**config.mk**
```make
export PLATFORM = sky130hd
export DESIGN_NAME = mem_bus_arbiter
export DESIGN_NICKNAME = d
export VERILOG_FILES = /design/src/rtl/mem_bus_arbiter_pkg.sv /design/src/rtl/mem_arb_ppu_block.sv /design/src/rtl/mem_bus_arbiter.sv
export SDC_FILE = /design/constraint.sdc
export NUM_CORES = 1
export LEC_CHECK = 0
export ABC_AREA = 1
export CAP_MARGIN = 20
export CORE_MARGIN = 2
export CORE_UTILIZATION = 44
export DETAILED_ROUTE_END_ITERATION = 8
export PLACE_DENSITY = 0.84
export RECOVER_POWER = 100
export SYNTH_ARGS = -nofsm -noshare
export SYNTH_HDL_FRONTEND = slang
export SYNTH_SLANG_ARGS = --single-unit
```
**constraint.sdc**
```tcl
create_clock -name clk -period 1.8 [get_ports clk]
set_input_delay 0.36 -clock clk [delete_from_list [all_inputs] [get_ports clk]]
set_output_delay 0.36 -clock clk [all_outputs]
set_load 0.03 [all_outputs]
```
**src/rtl/mem_bus_arbiter_pkg.sv**
```systemverilog
// -----------------------------------------------------------------------------
// mem_bus_arbiter_pkg
// Shared definitions for the memory-bus arbiter:
//   - owner_e     : bus owner encoding, also the arbiter state encoding
//   - PPU_MODE_*  : PPU mode numbers as seen on ppu_mode
//   - OAM_* / LCD_RAM_* : inclusive address bounds of the PPU-lockable regions
//   - in_range()  : inclusive address range test
// -----------------------------------------------------------------------------
package mem_bus_arbiter_pkg;

  typedef enum logic [1:0] {
    OWNER_IDLE   = 2'b00,
    OWNER_CPU    = 2'b01,
    OWNER_OAMDMA = 2'b10,
    OWNER_HDMA   = 2'b11
  } owner_e;

  localparam logic [1:0] PPU_MODE_HBLANK   = 2'd0;
  localparam logic [1:0] PPU_MODE_VBLANK   = 2'd1;
  localparam logic [1:0] PPU_MODE_OAM_SCAN = 2'd2;
  localparam logic [1:0] PPU_MODE_TRANSFER = 2'd3;

  localparam logic [15:0] OAM_LO     = 16'hFE00;
  localparam logic [15:0] OAM_HI     = 16'hFE9F;
  localparam logic [15:0] LCD_RAM_LO = 16'h8000;
  localparam logic [15:0] LCD_RAM_HI = 16'h9FFF;

  function automatic logic in_range(input logic [15:0] addr,
                                    input logic [15:0] lo,
                                    input logic [15:0] hi);
    return (addr >= lo) && (addr <= hi);
  endfunction

endpackage

```
**src/rtl/mem_arb_ppu_block.sv**
```systemverilog
// -----------------------------------------------------------------------------
// mem_arb_ppu_block
// Combinational PPU access lock for CPU cycles. While the PPU is scanning OAM
// or transferring to the LCD, the CPU may not touch OAM; during transfer it
// may not touch LCD RAM either. The router answers blocked reads with 0xFF and
// drops blocked writes.
// Ports:
//   owner    in  current bus owner (lock only applies when the CPU owns it)
//   addr     in  CPU address
//   ppu_mode in  0 hblank, 1 vblank, 2 OAM scan, 3 transfer
//   blocked  out CPU access hits a locked region
// -----------------------------------------------------------------------------
module mem_arb_ppu_block
  import mem_bus_arbiter_pkg::*;
(
  input  owner_e      owner,
  input  logic [15:0] addr,
  input  logic [1:0]  ppu_mode,
  output logic        blocked
);

  logic oam_hit;
  logic lcd_hit;
  logic oam_locked;
  logic lcd_locked;

  always_comb begin
    oam_hit    = in_range(addr, OAM_LO, OAM_HI);
    lcd_hit    = in_range(addr, LCD_RAM_LO, LCD_RAM_HI);
    oam_locked = (ppu_mode == PPU_MODE_OAM_SCAN) || (ppu_mode == PPU_MODE_TRANSFER);
    lcd_locked = (ppu_mode == PPU_MODE_TRANSFER);
    blocked    = (owner == OWNER_CPU) &&
                 ((oam_hit && oam_locked) || (lcd_hit && lcd_locked));
  end

endmodule

```
**src/rtl/mem_bus_arbiter.sv**
```systemverilog
// -----------------------------------------------------------------------------
// mem_bus_arbiter
// Decides cycle by cycle which requester (CPU, OAM DMA, HDMA) drives the shared
// memory-router master port. Priority HDMA > OAMDMA > CPU; DMA bursts are
// locked until LAST, a dropped request (abort) or BURST_MAX beats (forced
// release). After a burst ends the CPU, if waiting, is served first.
//
// Optional feature macro: ARB_CPU_FAIRNESS_EN
//   When defined, a starve counter tracks CPU wait cycles; on reaching
//   CPU_STARVE_MAX the running burst is suspended for exactly one CPU cycle
//   and then resumes with its beat count intact.
//
// Ports:
//   clk, rst_n                 main clock, asynchronous active-low reset
//   cpu_req, cpu_addr          CPU request and address (address for PPU lock)
//   cpu_gnt, cpu_mem_disable   CPU owns bus / CPU stall (DMA owns bus)
//   cpu_blocked                CPU access hits PPU-locked region
//   oamdma_req/last/gnt        OAM DMA beat request, final beat, grant
//   hdma_req/last/gnt          HDMA beat request, final beat, grant
//   ppu_mode                   PPU mode
//   bus_owner                  00 idle, 01 CPU, 10 OAMDMA, 11 HDMA
//   beat_count                 granted beats in current DMA burst (sat. 255)
//   abort                      one-cycle pulse on aborted/timed-out burst
// -----------------------------------------------------------------------------
module mem_bus_arbiter
  import mem_bus_arbiter_pkg::*;
#(
  parameter int BURST_MAX      = 160,
  parameter int CPU_STARVE_MAX = 64
) (
  input  logic        clk,
  input  logic        rst_n,
  input  logic        cpu_req,
  input  logic [15:0] cpu_addr,
  output logic        cpu_gnt,
  output logic        cpu_mem_disable,
  output logic        cpu_blocked,
  input  logic        oamdma_req,
  input  logic        oamdma_last,
  output logic        oamdma_gnt,
  input  logic        hdma_req,
  input  logic        hdma_last,
  output logic        hdma_gnt,
  input  logic [1:0]  ppu_mode,
  output logic [1:0]  bus_owner,
  output logic [7:0]  beat_count,
  output logic        abort
);

  owner_e     owner_reg, owner_next;
  logic [7:0] beat_count_reg, beat_count_next;
  // done: the final beat (LAST or BURST_MAX) has been counted; the owner keeps
  // the bus for this one cycle so the completed count is visible, then the
  // arbiter re-arbitrates.
  logic       done_reg, done_next;
  logic       abort_reg, abort_next;
  logic       cpu_gnt_reg, oamdma_gnt_reg, hdma_gnt_reg, mem_disable_reg;

  logic       dma_req;
  logic       dma_last;
  logic [7:0] beat_inc;
  logic       burst_hit;
  owner_e     idle_pick;
  owner_e     rearb_owner;

`ifdef ARB_CPU_FAIRNESS_EN
  logic [15:0] starve_reg, starve_next;
  logic        suspend_reg, suspend_next;
  owner_e      resume_owner_reg, resume_owner_next;
  logic        starve_hit;
`endif

  // Request/last of whichever DMA currently owns the bus.
  always_comb begin
    dma_req  = 1'b0;
    dma_last = 1'b0;
    case (owner_reg)
      OWNER_OAMDMA: begin
        dma_req  = oamdma_req;
        dma_last = oamdma_last;
      end
      OWNER_HDMA: begin
        dma_req  = hdma_req;
        dma_last = hdma_last;
      end
      default: begin
        dma_req  = 1'b0;
        dma_last = 1'b0;
      end
    endcase
  end

  always_comb begin
    beat_inc  = (beat_count_reg == 8'hFF) ? 8'hFF : beat_count_reg + 8'd1;
    burst_hit = (int'(beat_inc) >= BURST_MAX);

    // Plain priority used from IDLE.
    if (hdma_req)        idle_pick = OWNER_HDMA;
    else if (oamdma_req) idle_pick = OWNER_OAMDMA;
    else if (cpu_req)    idle_pick = OWNER_CPU;
    else                 idle_pick = OWNER_IDLE;

    // After a burst ends the CPU goes first, guaranteeing it a slot between
    // back-to-back bursts.
    if (cpu_req)         rearb_owner = OWNER_CPU;
    else if (hdma_req)   rearb_owner = OWNER_HDMA;
    else if (oamdma_req) rearb_owner = OWNER_OAMDMA;
    else                 rearb_owner = OWNER_IDLE;
  end

`ifdef ARB_CPU_FAIRNESS_EN
  always_comb begin
    starve_next = starve_reg;
    if (cpu_gnt_reg) begin
      starve_next = 16'd0;
    end else if (cpu_req && (int'(starve_reg) < CPU_STARVE_MAX)) begin
      starve_next = starve_reg + 16'd1;
    end
    // Fires on the cycle whose wait brings the counter to the limit.
    starve_hit = cpu_req && !cpu_gnt_reg && ((int'(starve_reg) + 1) >= CPU_STARVE_MAX);
  end
`endif

  always_comb begin
    owner_next      = owner_reg;
    beat_count_next = beat_count_reg;
    done_next       = done_reg;
    abort_next      = 1'b0;
`ifdef ARB_CPU_FAIRNESS_EN
    suspend_next      = suspend_reg;
    resume_owner_next = resume_owner_reg;
`endif

    case (owner_reg)
      OWNER_IDLE: begin
        owner_next      = idle_pick;
        beat_count_next = 8'd0;
        done_next       = 1'b0;
      end

      OWNER_CPU: begin
`ifdef ARB_CPU_FAIRNESS_EN
        if (suspend_reg) begin
          // Single fairness slot is over: hand the bus back, count intact.
          owner_next   = resume_owner_reg;
          suspend_next = 1'b0;
        end else
`endif
        begin
          if (hdma_req)        owner_next = OWNER_HDMA;
          else if (oamdma_req) owner_next = OWNER_OAMDMA;
          else if (!cpu_req)   owner_next = OWNER_IDLE;
          if (owner_next != owner_reg) beat_count_next = 8'd0;
        end
      end

      OWNER_OAMDMA, OWNER_HDMA: begin
        if (done_reg) begin
          owner_next      = rearb_owner;
          beat_count_next = 8'd0;
          done_next       = 1'b0;
        end else if (!dma_req) begin
          // Request vanished mid-burst without LAST.
          abort_next      = 1'b1;
          owner_next      = rearb_owner;
          beat_count_next = 8'd0;
        end else begin
          beat_count_next = beat_inc;
          if (dma_last) begin
            // LAST wins over a simultaneous BURST_MAX hit: clean completion.
            done_next = 1'b1;
          end else if (burst_hit) begin
            done_next  = 1'b1;
            abort_next = 1'b1;
          end
`ifdef ARB_CPU_FAIRNESS_EN
          else if (starve_hit) begin
            owner_next        = OWNER_CPU;
            suspend_next      = 1'b1;
            resume_owner_next = owner_reg;
          end
`endif
        end
      end
    endcase
  end

  always_ff @(posedge clk or negedge rst_n) begin
    if (!rst_n) begin
      owner_reg       <= OWNER_IDLE;
      beat_count_reg  <= 8'd0;
      done_reg        <= 1'b0;
      abort_reg       <= 1'b0;
      cpu_gnt_reg     <= 1'b0;
      oamdma_gnt_reg  <= 1'b0;
      hdma_gnt_reg    <= 1'b0;
      mem_disable_reg <= 1'b0;
`ifdef ARB_CPU_FAIRNESS_EN
      starve_reg       <= 16'd0;
      suspend_reg      <= 1'b0;
      resume_owner_reg <= OWNER_IDLE;
`endif
    end else begin
      owner_reg       <= owner_next;
      beat_count_reg  <= beat_count_next;
      done_reg        <= done_next;
      abort_reg       <= abort_next;
      cpu_gnt_reg     <= (owner_next == OWNER_CPU);
      oamdma_gnt_reg  <= (owner_next == OWNER_OAMDMA);
      hdma_gnt_reg    <= (owner_next == OWNER_HDMA);
      mem_disable_reg <= (owner_next == OWNER_OAMDMA) || (owner_next == OWNER_HDMA);
`ifdef ARB_CPU_FAIRNESS_EN
      starve_reg       <= starve_next;
      suspend_reg      <= suspend_next;
      resume_owner_reg <= resume_owner_next;
`endif
    end
  end

  mem_arb_ppu_block u_ppu_block (
    .owner    (owner_reg),
    .addr     (cpu_addr),
    .ppu_mode (ppu_mode),
    .blocked  (cpu_blocked)
  );

  assign cpu_gnt         = cpu_gnt_reg;
  assign oamdma_gnt      = oamdma_gnt_reg;
  assign hdma_gnt        = hdma_gnt_reg;
  assign cpu_mem_disable = mem_disable_reg;
  assign bus_owner       = owner_reg;
  assign beat_count      = beat_count_reg;
  assign abort           = abort_reg;

endmodule
```
==> results.py <==
metrics = {
    "run_status": {
        "status": "finished clean",
    },
    "global_routing": {
        "grt_antenna_before_repair": 0,
        "first_global_vias": 930,
        "global_route.usage.total_pct": 19.97,
        "grt_pass1_wl_mm": 3.843,
        "global_route.overflow_total": 0,
        "grt_start_max_net_pins": 17,
    },
    "setup_path": {
        "critPathSlowestCell": "sky130_fd_sc_hd__clkdlybuf4s50_1",
        "cp_top_family": "buffers and inverters",
        "timing_worst_setup_path_type": "reg2out",
        "r2r.worst_path.cells": 7,
        "critical_path.endpoint": "beat_count[1]",
        "crit_path_end_kind": "output pin",
        "worst-endpoint-required_ps": 1440,
        "critical_path_launch_point": "beat_count[1]",
        "timing.critical_path.buf_inv": 1,
        "critPathMaxFanout": 4,
        "start_kind": "flip-flop",
        "critical_path_arrival_ps": 1400,
        "r2r_slack_ps": 230,
        "instance_count_on_the_critical_path": 1,
        "r2r_end": "beat_count[0]",
        "timing.critical_path.slowest_cell_delay_ps": 700,
        "crit_chain": "clkdlybuf4s50_1",
        "rr_startpoint": "bus_owner[1]",
    },
    "yosys": {
        "synth_top_area_cell": "sky130_fd_sc_hd__dfrtp_1",
        "synth.distinct_cells": 24,
        "ys.warnings.count": 0,
        "post_synth_instance_area_um2": 924.6,
        "seq_area_frac_synth_pct": 43.30,
        "synthDominantCellAreaShare_pct": 43.30,
        "synth.net_count": 150,
        "synth_seq_cells": 16,
        "synth.area.top_cells": "sky130_fd_sc_hd__dfrtp_1 (43%), sky130_fd_sc_hd__nand2_1 (14%), sky130_fd_sc_hd__inv_1 (8.1%), sky130_fd_sc_hd__nand3_1 (5.4%), sky130_fd_sc_hd__o21ai_1 (4.9%)",
        "syn_inst": 124,
        "synth.avg_cell_area_um2": 7.457,
    },
    "clocking": {
        "cts-hold-fix-buffers": 0,
        "cts_sinks": 16,
        "ctsRootBufferMaster": "sky130_fd_sc_hd__clkbuf_4",
        "clock_latency_ps": 280,
        "clk_transition_reported_paths_ps": 100,
        "cts_max_path_buffers": 2,
        "tritoncts": "built",
        "tritoncts.num_buffers": 3,
        "h-tree-depth": 1,
    },
    "sta": {
        "setup_repair_after_global_routing_missed_its_margin": "no",
        "report.final.hold_viol_count": 0,
        "maxClockFrequency_ghz": 0.5694,
        "final-max-slew-violation-count": 0,
        "largest_clock_skew_in_the_final_design_ps": 2.558,
        "hold_ws_ps": 573.7,
        "worst_slew_pin_slew_ps": 870.3,
        "timing.max_slew.rel_slack_pct": 41.98,
        "finalWorstPathRequiredPeriod_ps": 1756,
        "final-setup-viol-count": 0,
        "finalCritPeriodShare_pct": 97.57,
    },
    "pwr": {
        "static-leakage-power_nw": 0.6343,
        "total_power_w": 0.001146,
        "max-vdd-ir-drop_uv": 731.4,
        "power-per-cell-area_nw_per_um2": 890.8,
    },
    "cells_and_area": {
        "multiInputGateArea_um2": 420.4,
        "flow.area_growth_from_synthesis_pct": 39.11,
        "register_area_um2": 400.4,
        "mostFrequentLayoutCell": "sky130_fd_sc_hd__nand2_1",
        "fillers": 175,
        "largest_register_ffs": 8,
        "most-common-layout-cells": "sky130_fd_sc_hd__nand2_1 (37), sky130_fd_sc_hd__inv_1 (21), sky130_fd_sc_hd__clkdlybuf4s50_1 (20), sky130_fd_sc_hd__dfrtp_1 (16), sky130_fd_sc_hd__nand3_1 (11)",
        "post_route_cells_drive_above_1_share_pct": 7.927,
        "antenna-diode-count": 0,
        "net_count_reported_at_finish": 191,
    },
    "floorplan": {
        "floorplan.core_area_um2": 1982,
        "die_footprint_um2": 2484,
        "core.rowCount": 16,
        "io_pins": 41,
        "dieWidth_um": 49.84,
        "initial_core_util_pct": 46.65,
        "die_y_um": 49.84,
    },
    "routing": {
        "detail_route.first_pass.iterations": 4,
        "drt_drc_violations_left": 0,
        "total_number_of_vias": 935,
        "drt_iter0_drc": 21,
        "via_per_inst": 4.895,
        "routed_wire_length_mm": 2.224,
        "post_drt_wl_per_cell_um": 11.64,
        "post_detailed_route_count_of_antenna_violating_nets": 0,
    },
    "placed_design": {
        "hpwl_mm": 1.715,
        "gp_congestion": 0.8404,
        "place.port_buffers": 35,
    },
    "flow_run": {
        "max_cap_viols": 0,
    },
    "min_path": {
        "hp_class": "reg2reg",
    },
}
cells by family (layout without fill, tap and decap cells):
kind of cell | Yosys count | in the layout | synth area share (%)
and+or+nand+nor | 62 | 62 | 31.94
DFF | 16 | 16 | 43.30
AOI/OAI and AO/OA | 22 | 22 | 13.67
adders and majority gates | 1 | 1 | 1.353
buffers and inverters | 23 | 63 | 9.743
synth_stat cells, drive strengths merged:
master / number
nand2: 37
inv: 22
dfrtp: 16
o21ai: 13
nand3: 12
nor2: 8
a21oi: 4
nand4: 2
o22ai: 2
or2: 2
buf: 1
ha: 1
nor3b: 1
o2111ai: 1
o211ai: 1
o21bai: 1
per-layer routing:
layer / up-vias / global-route usage (%) / wire length (um)
met5: - / 0 / 0
met4: 0 / 4.167 / 0
met3: 0 / 5.455 / 127
met2: 31 / 35.11 / 1215
met1: 426 / 24.28 / 881
li1: 478 / - / -
how the worst min path moves through the flow:
stage | endpoint | start | slack [ps] | cells after the start
after floorplan | abort | rst_n | 60 | 0
after global placement | done_reg | done_reg | 530 | 2
after detailed placement | done_reg | done_reg | 550 | 2
after global routing | beat_count[4] | beat_count[4] | 620 | 2
after CTS | bus_owner[0] | rst_n | 410 | 2
final | beat_count[4] | beat_count[4] | 570 | 2
layout make-up:
class / count / share of cell area [%]
flip-flops and latches: 16 / 31.13
well taps: 27 / 2.626
clock buffers: 4 / 2.821
repair buffers: 37 / 24.32
inverters: 22 / 6.420
multi-input cells: 85 / 32.68
metrics by stage:
| step | setup TNS, ps | utilization [%] | setup WS (ps) | instance area [um2] | cells |
|---|---|---|---|---|---|
| final | 0 | 64.90 | 43.83 | 1286 | 191 |
| after global routing | 0 | 64.90 | 3.155 | 1286 | 191 |
| after CTS | 0 | 68.24 | 8.666 | 1353 | 191 |
| after detailed placement | -31.69 | 66.29 | -31.69 | 1314 | 187 |
| after global placement | 0 | 66.29 | 3.517 | 1314 | 187 |
| after floorplan | 0 | - | 37.52 | 924.6 | 124 |
power breakdown:
part	leakage [nW]	total, W	switching [W]	internal (W)
registers	0.209	0.000452	0.0000359	0.000417
logic	0.404	0.000454	0.000280	0.000174
clock network	0.0210	0.000239	0.000116	0.000123
total	0.634	0.00115	0.000432	0.000714
repair_timing:
action                     in CTS  in global routing
pin swaps                       4                  0
setup buffers                   0                  0
gates resized for setup         3                  7
cloned                          0                  0
setup endpoints to repair       1                  7
(Power assumes the default switching activity.)
